--- config.mk ---
export PLATFORM = sky130hd
export DESIGN_NAME = calc_sequencer
export DESIGN_NICKNAME = d
export VERILOG_FILES = /design/src/rtl/calc_sequencer.sv
export SDC_FILE = /design/constraint.sdc
export NUM_CORES = 1
export LEC_CHECK = 0
export CORE_UTILIZATION = 43
export CTS_BUF_LIST = sky130_fd_sc_hd__clkbuf_4 sky130_fd_sc_hd__clkbuf_8 sky130_fd_sc_hd__clkbuf_16
export CTS_CLUSTER_DIAMETER = 200
export DETAILED_ROUTE_END_ITERATION = 16
export PLACE_DENSITY = 0.77
export SYNTH_ARGS = -nofsm -noshare
export SYNTH_HDL_FRONTEND = slang
export SYNTH_SLANG_ARGS = --single-unit
--- constraint.sdc ---
create_clock -name clk -period 2.55 [get_ports clk]
set_clock_uncertainty 0.15 [all_clocks]
set_input_delay 0.51 -clock clk [delete_from_list [all_inputs] [get_ports clk]]
set_output_delay 0.51 -clock clk [all_outputs]
set_load 0.01 [all_outputs]
--- src/rtl/calc_sequencer.sv ---
// Queue calculator sequencer: turns instruction tokens into single queue commands,
// evaluating add/sub in one cycle and mul/div iteratively (one bit per cycle).
module calc_sequencer #(
  parameter int WIDTH = 8,
  parameter int DEPTH = 5
) (
  input  logic               clk,
  input  logic               rst,
  input  logic               in_valid,
  output logic               in_ready,
  input  logic [1:0]         in_kind,
  input  logic [1:0]         in_aluop,
  input  logic [WIDTH-1:0]   in_data,
  output logic [1:0]         q_opcode,
  output logic [WIDTH-1:0]   q_back,
  input  logic [2*WIDTH-1:0] q_top_conc,
  input  logic               q_is_err,
  output logic               result_valid,
  output logic [WIDTH-1:0]   result,
  output logic               err,
  output logic [1:0]         err_code
);
  localparam int CW = $clog2(DEPTH + 1);
  localparam int IW = $clog2(WIDTH + 1);

  localparam logic [1:0] K_PUSH = 2'b00, K_COMP = 2'b01, K_POP = 2'b10, K_NOP = 2'b11;
  localparam logic [1:0] OP_DIV = 2'b11;
  localparam logic [1:0] Q_PUSH = 2'b00, Q_IDLE = 2'b01, Q_REPL = 2'b10, Q_POP = 2'b11;
  localparam logic [1:0] E_QUEUE = 2'b00, E_OVF = 2'b01, E_UNF = 2'b10, E_DIV0 = 2'b11;

  typedef enum logic [1:0] {S_IDLE, S_EXEC, S_ISSUE, S_HALT} state_t;

  state_t           r_state, w_next;
  logic [CW-1:0]    r_cnt;
  logic [IW-1:0]    r_iter;
  logic [1:0]       r_cmd_op;
  logic [WIDTH-1:0] r_cmd_back;
  logic [WIDTH-1:0] r_a, r_b, r_acc, r_rem, r_result;
  logic             r_div, r_err;
  logic [1:0]       r_err_code;

  logic             w_accept, w_own_err, w_last;
  logic [1:0]       w_own_code;
  logic [WIDTH-1:0] w_front, w_second, w_acc_next, w_rem_next, w_quo_next;
  logic [WIDTH:0]   w_rem_sh, w_rem_diff;
  logic             w_fits;

  assign w_front  = q_top_conc[2*WIDTH-1:WIDTH];
  assign w_second = q_top_conc[WIDTH-1:0];
  assign w_accept = in_valid && in_ready;
  assign w_last   = (r_iter == IW'(WIDTH - 1));

  // Shift-add step: r_a is the shifting multiplicand, r_b the shifting multiplier.
  assign w_acc_next = r_acc + (r_b[0] ? r_a : '0);

  // Restoring division step: r_a shifts dividend bits out and quotient bits in.
  assign w_rem_sh   = {r_rem, r_a[WIDTH-1]};
  assign w_rem_diff = w_rem_sh - {1'b0, r_b};
  assign w_fits     = !w_rem_diff[WIDTH];
  assign w_rem_next = w_fits ? w_rem_diff[WIDTH-1:0] : w_rem_sh[WIDTH-1:0];
  assign w_quo_next = {r_a[WIDTH-2:0], w_fits};

  always_comb begin
    w_own_err  = 1'b0;
    w_own_code = E_QUEUE;
    if (w_accept) begin
      unique case (in_kind)
        K_PUSH: if (r_cnt == CW'(DEPTH)) begin w_own_err = 1'b1; w_own_code = E_OVF; end
        K_POP:  if (r_cnt == '0) begin w_own_err = 1'b1; w_own_code = E_UNF; end
        K_COMP: begin
          if (r_cnt < CW'(2)) begin
            w_own_err = 1'b1; w_own_code = E_UNF;
          end else if (in_aluop == OP_DIV && w_second == '0) begin
            w_own_err = 1'b1; w_own_code = E_DIV0;
          end
        end
        default: ;
      endcase
    end
  end

  always_ff @(posedge clk) begin
    if (rst) r_state <= S_IDLE;
    else     r_state <= w_next;
  end

  always_comb begin
    w_next = r_state;
    unique case (r_state)
      S_IDLE: if (w_accept) begin
        if (w_own_err)                             w_next = S_HALT;
        else if (in_kind == K_NOP)                 w_next = S_IDLE;
        else if (in_kind == K_COMP && in_aluop[1]) w_next = S_EXEC;
        else                                       w_next = S_ISSUE;
      end
      S_EXEC:  if (w_last) w_next = S_ISSUE;
      S_ISSUE: w_next = S_IDLE;
      S_HALT:  w_next = S_HALT;
      default: w_next = S_HALT;
    endcase
    if (q_is_err) w_next = S_HALT;
  end

  always_comb begin
    in_ready     = (r_state == S_IDLE) && !r_err;
    q_opcode     = Q_IDLE;
    q_back       = '0;
    result_valid = 1'b0;
    if (r_state == S_ISSUE) begin
      q_opcode     = r_cmd_op;
      q_back       = (r_cmd_op == Q_REPL) ? r_result : (r_cmd_op == Q_PUSH) ? r_cmd_back : '0;
      result_valid = (r_cmd_op == Q_REPL);
    end
  end

  assign result   = r_result;
  assign err      = r_err;
  assign err_code = r_err_code;

  always_ff @(posedge clk) begin
    if (rst) begin
      r_cnt <= '0; r_iter <= '0; r_cmd_op <= Q_IDLE; r_cmd_back <= '0;
      r_a <= '0; r_b <= '0; r_acc <= '0; r_rem <= '0; r_result <= '0;
      r_div <= 1'b0; r_err <= 1'b0; r_err_code <= E_QUEUE;
    end else begin
      if (!r_err && (w_own_err || q_is_err)) begin
        r_err      <= 1'b1;
        r_err_code <= w_own_err ? w_own_code : E_QUEUE;
      end
      if (w_accept) begin
        r_cmd_op   <= (in_kind == K_PUSH) ? Q_PUSH : (in_kind == K_POP) ? Q_POP : Q_REPL;
        r_cmd_back <= in_data;
        r_a        <= w_front;
        r_b        <= w_second;
        r_acc      <= '0;
        r_rem      <= '0;
        r_iter     <= '0;
        r_div      <= in_aluop[0];
        if (in_kind == K_COMP && !in_aluop[1] && !w_own_err)
          r_result <= in_aluop[0] ? (w_front - w_second) : (w_front + w_second);
      end
      if (r_state == S_EXEC) begin
        r_iter <= r_iter + 1'b1;
        if (r_div) begin
          r_rem <= w_rem_next;
          r_a   <= w_quo_next;
        end else begin
          r_acc <= w_acc_next;
          r_a   <= r_a << 1;
          r_b   <= r_b >> 1;
        end
        if (w_last) r_result <= r_div ? w_quo_next : w_acc_next;
      end
      // Occupancy follows the queue, which applies the command on the edge ending ISSUE.
      if (r_state == S_ISSUE) begin
        if (r_cmd_op == Q_PUSH) r_cnt <= r_cnt + 1'b1;
        else                    r_cnt <= r_cnt - 1'b1;
      end
    end
  end
endmodule

==> results.toml, run 1 <==
[outcome]
status = "finished, final reports clean"

[routing]
detail-route-antenna-nets = 0
drtIter0Drc = 297
num_vias = 4323
wl_mm = 12.2
vias_per_cell = 5.72
drc = 0
post_drt_wl_per_cell_um = 16.2
drtPass1Iterations = 5

[final_layout]
fin_area_um2 = 5530
nets = 683
area_delta_synth_final_pct = 32.8
final_cells = 756
fillers = 817
diodes = 0
final_cell_mix = "nand2_1 (82), dfxtp_1 (61), nor2_1 (59), buf_4 (51), clkdlybuf4s50_1 (46)"
drive_gt1_frac = 0.203
final_common_cell = "nand2_1"

[logic_synthesis]
syn_inst = 532
yosys_warnings = 0
syn_nets = 593
yosysUniqueCellTypes = 55
synth-async-reset-ratio = 0
synth_area_um2 = 4160
ys_seq_area_frac = 0.303
ys.flop_type = "dfxtp_1"
synth_edf_count = 0
syn_avg_cell_area_um2 = 7.83
synth-seq-cells = 63

[power_and_ir_drop]
combinationalPowerShare = 0.290
power.switching_uw = 961
power.density_nw_per_um2 = 518
vdd_drop_max_mv = 0.267
power_uw = 2860
p_clk_frac = 0.323
p_seq_frac = 0.387
swShare = 0.336
leakagePower_uw = 0.00215
p_int_uw = 1900

[worst_setup_path]
critPathKind = "flip-flop to output port"
worst-path-stages = 4
path_cells = "nor2b_4, buf_4, and2_1, clkdlybuf4s50_1"
crit_path_top_delay_cell = "clkdlybuf4s50_1"
end_kind = "output port"
cp_max_fo = 5
rr_startpoint = "r_b[0]"
critPathRequiredTime_ps = 1890
start_kind = "flip-flop"
r2r_cells = 9
arrival_ps = 1840
crit_start = "r_state[1]"
max_stage_delay_ps = 540
path_buf_inv = 2
critical-path-top-delay-family = "buffers and inverters"

[clock_network]
cts-root-buf = "clkbuf_8"
h-tree-depth = 3
tritoncts = "done"
clk_pin_slew_worst_paths_ps = 80
cts_buffers = 9
clk_latency_ps = 350
clkSinkCount = 63
clk_path_buf_depth = 2

[sta]
tightest_slew_ps = 555
clock.fmax_ghz = 0.400
period_needed_ps = 2500
maxSlewViolCount = 0
timing.final.crit_share = 0.981
final_hold_viol_count = 0
slew-limit-headroom = 0.630
setup_viol = 0

[global_routing]
grt_pass1_vias = 3993
antenna_found_initial = 0
grt_pass1_wl_mm = 19.6
grt.overflow.total = 0
grt_use_total = 0.247
grt_max_degree = 44

[min_path]
holdCritStartpoint = "r_cmd_back[2]"
hp-class = "flip-flop to flip-flop"
whs_path_depth = 2

[placement]
place_hpwl_mm = 8.70
dpl-instance-area_um2 = 5150
routabilityCongestion = 0.894
io_buffers = 54
place_inst = 737

[floorplan]
die_area_um2 = 10100
core-area_um2 = 9330
ios = 55
die_w_um = 100
rows = 35
dieHeight_um = 100
start_util = 0.446

[flow_run]
cap_violations = 0
==> worst register-to-register path, cell delays in order, from the launching register on <==
cell     delay, ps
dfxtp_4        380
buf_4          140
and2_1         150
ha_1           270
nor4_2         250
o21ai_1        120
nand2_1        110
xor2_2         190
mux2_2         380
o31ai_1        230
==> cell type report <==
cell class | count | area (um^2) | area share
multi-input cells | 417 | 2870 | 0.519
flip-flops and latches | 63 | 1270 | 0.229
clock inverters | 7 | 80.1 | 0.0145
repair buffers | 108 | 943 | 0.171
inverters | 23 | 86.3 | 0.0156
clock buffers | 9 | 124 | 0.0224
well taps | 129 | 161 | 0.0292
==> cell usage after synthesis (2+ instances only) <==
cell / n / share of area
nand4_1: 7 / 0.011
nand4b_1: 3 / 0.0063
o21a_1: 4 / 0.0072
inv_1: 22 / 0.020
buf_2: 4 / 0.0048
fa_1: 4 / 0.019
o211ai_2: 8 / 0.024
xor2_1: 8 / 0.017
buf_6: 2 / 0.0054
mux2i_1: 12 / 0.029
o31ai_1: 3 / 0.0054
mux2_2: 4 / 0.011
nand3_1: 9 / 0.011
a311oi_1: 18 / 0.038
o21bai_1: 2 / 0.0036
o31a_1: 3 / 0.0063
nor2_1: 60 / 0.054
a31oi_1: 9 / 0.014
nand2b_1: 6 / 0.0090
nor3_1: 9 / 0.011
o211ai_1: 4 / 0.0072
nor4_1: 4 / 0.0060
a21oi_1: 45 / 0.054
or3_1: 5 / 0.0075
clkbuf_1: 21 / 0.019
ha_1: 25 / 0.075
o2111ai_1: 2 / 0.0042
or2_2: 2 / 0.0030
a21o_1: 4 / 0.0072
buf_1: 2 / 0.0018
nor2b_1: 9 / 0.014
xnor2_1: 14 / 0.029
a211oi_1: 12 / 0.022
o21ai_0: 14 / 0.017
and2_1: 9 / 0.014
dfxtp_1: 63 / 0.30
nand2_1: 82 / 0.074
==> cells by family (layout without fill, tap and decap cells) <==
family,count (synthesis),count (layout),synth area share
flops,63,63,0.303
simple gates,213,213,0.236
buf+inv,52,147,0.0517
compound gates,137,137,0.230
xor+xnor,22,22,0.0463
mux,16,16,0.0397
fa+ha+maj,29,29,0.0944
==> registers in the layout (all words and copies together) (netlist names) <==
register,count
err_code,2
r_cmd_op,2
result,8
err,1
r_cnt,3
r_acc,8
r_state,2
r_a,8
r_iter,4
r_div,1
r_cmd_back,8
r_rem,8
r_b,8
==> per-stage QoR <==
stage               hold WS, ps  setup slack, ps  TNS, ps   util
floorplan                   286             19.8        0      -
global placement            291             -598    -4450  0.552
detailed placement          297             -725    -5380  0.552
CTS                         309            0.302        0  0.582
global route                329            -40.4    -48.5  0.593
finish                      307             47.9        0  0.593
==> power groups by stage <==
stage / combinational (uW) / sequential [uW] / clock (uW)
finish: 830 / 1110 / 924
global route: 903 / 1120 / 972
CTS: 789 / 1100 / 933
detailed placement: 762 / 1130 / 0
floorplan: 503 / 1100 / 0
global placement: 735 / 1120 / 0
==> worst paths after layout <==
| kind | end | slack [ps] |
|---|---|---|
| hold / removal | r_cmd_back[2] | 310 |
| setup reg to reg | result[7] | 80 |
| hold reg to reg | r_cmd_back[2] | 310 |
| setup / recovery | q_opcode[1] | 50 |
==> per-layer routing <==
metal,vias to the layer above,track usage,routed length [um]
li1,2078,-,-
met1,2059,0.328,5400
met2,164,0.406,5880
met3,22,0.0404,760
met4,0,0.0847,168
met5,-,0,0
==> what timing repair did <==
| item | CTS | global route |
|---|---|---|
| hold buffers | 0 | 0 |
| endpoints found under the setup margin | 24 | 23 |
| resized for setup | 29 | 36 |
| pin swaps | 9 | 16 |
| setup buffers | 2 | 1 |
Power figures use the tool's default switching activity.
==> run 2: changes to the inputs <==
--- a/config.mk
+++ b/config.mk
@@ -5,6 +5,7 @@
 export SDC_FILE = /design/constraint.sdc
 export NUM_CORES = 1
 export LEC_CHECK = 0
+export CORE_MARGIN = 2
 export CORE_UTILIZATION = 43
 export CTS_BUF_LIST = sky130_fd_sc_hd__clkbuf_4 sky130_fd_sc_hd__clkbuf_8 sky130_fd_sc_hd__clkbuf_16
 export CTS_CLUSTER_DIAMETER = 200
==> results.toml, run 2 (synthesis gave the netlist of run 1 again) <==
[worst_setup_path]
critPathRequiredTime_ps = 2670
path_cells = "dlygate4sd2_1, inv_2, ha_4, mux2i_4, buf_6, ha_1, nor2b_4, o2111ai_2, nand3b_1, xnor2_1, o211a_1, a211oi_2"
start_kind = "input port"
max_stage_delay_ps = 250
arrival_ps = 2610
crit_path_top_delay_cell = "dlygate4sd2_1"
cp_max_fo = 2
end_kind = "flip-flop"
critPathKind = "input port to flip-flop"

[global_routing]
grt_pass1_vias = 4222
grt.overflow.total = 0
grt_use_total = 0.243
grt_max_degree = 44
antenna_found_initial = 0
grt_pass1_wl_mm = 19.9

[floorplan]
die_w_um = 102
start_util = 0.446
core-area_um2 = 9330
dieHeight_um = 102
die_area_um2 = 10500
ios = 55
rows = 35

[power_and_ir_drop]
p_seq_frac = 0.375
p_clk_frac = 0.337
p_int_uw = 2020
vdd_drop_max_mv = 0.297
swShare = 0.316
leakagePower_uw = 0.00218
combinationalPowerShare = 0.288
power.switching_uw = 932
power.density_nw_per_um2 = 528

[routing]
num_vias = 4367
detail-route-antenna-nets = 0
post_drt_wl_per_cell_um = 16.2
drc = 0
drtIter0Drc = 456
drtPass1Iterations = 5
vias_per_cell = 5.76
wl_mm = 12.3

[sta]
tightest_slew_ps = 657
clock.fmax_ghz = 0.402
rsz0062_at_grt = "true"
setup_viol = 0
final_hold_viol_count = 0
maxSlewViolCount = 0
slew-limit-headroom = 0.561
timing.final.crit_share = 0.976
holdWs_ps = 311
period_needed_ps = 2490

[final_layout]
final_common_cell = "nand2_1"
diodes = 0
drive_gt1_frac = 0.203
final_cell_mix = "nand2_1 (82), dfxtp_1 (60), nor2_1 (59), buf_4 (53), clkdlybuf4s50_1 (45)"
fillers = 812
final_cells = 758
area_delta_synth_final_pct = 34.0
multiInputGateArea_um2 = 2850
regArea_um2 = 1270
nets = 686

[clock_network]
cts-root-buf = "clkbuf_8"
cts_buffers = 9
tritoncts = "done"
clk_path_buf_depth = 2
h-tree-depth = 3
clk_latency_ps = 350
clkSinkCount = 63
clk_pin_slew_worst_paths_ps = 80

[placement]
place_hpwl_mm = 9.04
place_inst = 737
routabilityCongestion = 0.887
io_buffers = 54

[flow_run]
cap_violations = 0

[min_path]
hp-class = "flip-flop to flip-flop"

[outcome]
status = "finished, final reports clean"
## run 2: area by class of cell
type | count | area share
Multi-Input combinational cell | 417 | 0.512
Sequential cell | 63 | 0.227
Timing Repair Buffer | 111 | 0.178
Tap cell | 129 | 0.0289
Clock buffer | 10 | 0.0247
Inverter | 23 | 0.0155
Clock inverter | 5 | 0.0146
## run 2: worst paths after layout
kind	from	endpoint	slack [ps]	depth (start not counted)
max	q_top_conc[1]	result[5]	60	12
min	r_cmd_back[1]	r_cmd_back[1]	310	2
max reg2reg	r_a[4]	result[7]	70	8
min reg2reg	r_cmd_back[1]	r_cmd_back[1]	310	2
## run 2: timing repair
action | 4_1_cts | 5_1_grt
hold buffers | 0 | 0
setup buffers | 2 | 4
setup endpoints to repair | 26 | 18
pin swaps | 10 | 18
resized for setup | 28 | 29
## run 2: worst max-delay path: cells and delay by family
family | cells | cell delay [ps]
fa+ha+maj | 2 | 420
simple gates | 2 | 270
buf+inv | 3 | 460
compound gates | 3 | 620
xor+xnor | 1 | 160
mux | 1 | 180
## run 2: through the flow
stage               setup WS (ps)  power (uW)  cell area (um^2)   util  setup TNS, ps
floorplan                    19.8        1610              4170      -              0
CTS                          1.09        2910              5450  0.584              0
finish                       62.1        2950              5580  0.598              0
global route                -40.7        3080              5580  0.598          -81.8
detailed placement           -655        1900              5150  0.552          -5830
global placement             -621        1870              5150  0.552          -4920
## run 2: metal layers
metal / vias up / part of all wire / GRT usage / routed length, um
met1: 2097 / 0.44 / 0.311 / 5370
met2: 169 / 0.48 / 0.410 / 5850
li1: 2084 / - / - / -
met3: 17 / 0.073 / 0.0547 / 893
met4: 0 / 0.016 / 0.0687 / 199
met5: - / 0 / 0 / 0
## run 2: power by group through the flow
stage	logic [uW]	registers (uW)	clock network (uW)
floorplan	503	1100	0
global placement	749	1120	0
detailed placement	773	1120	0
CTS	802	1100	1000
global route	924	1110	1050
finish	849	1100	994
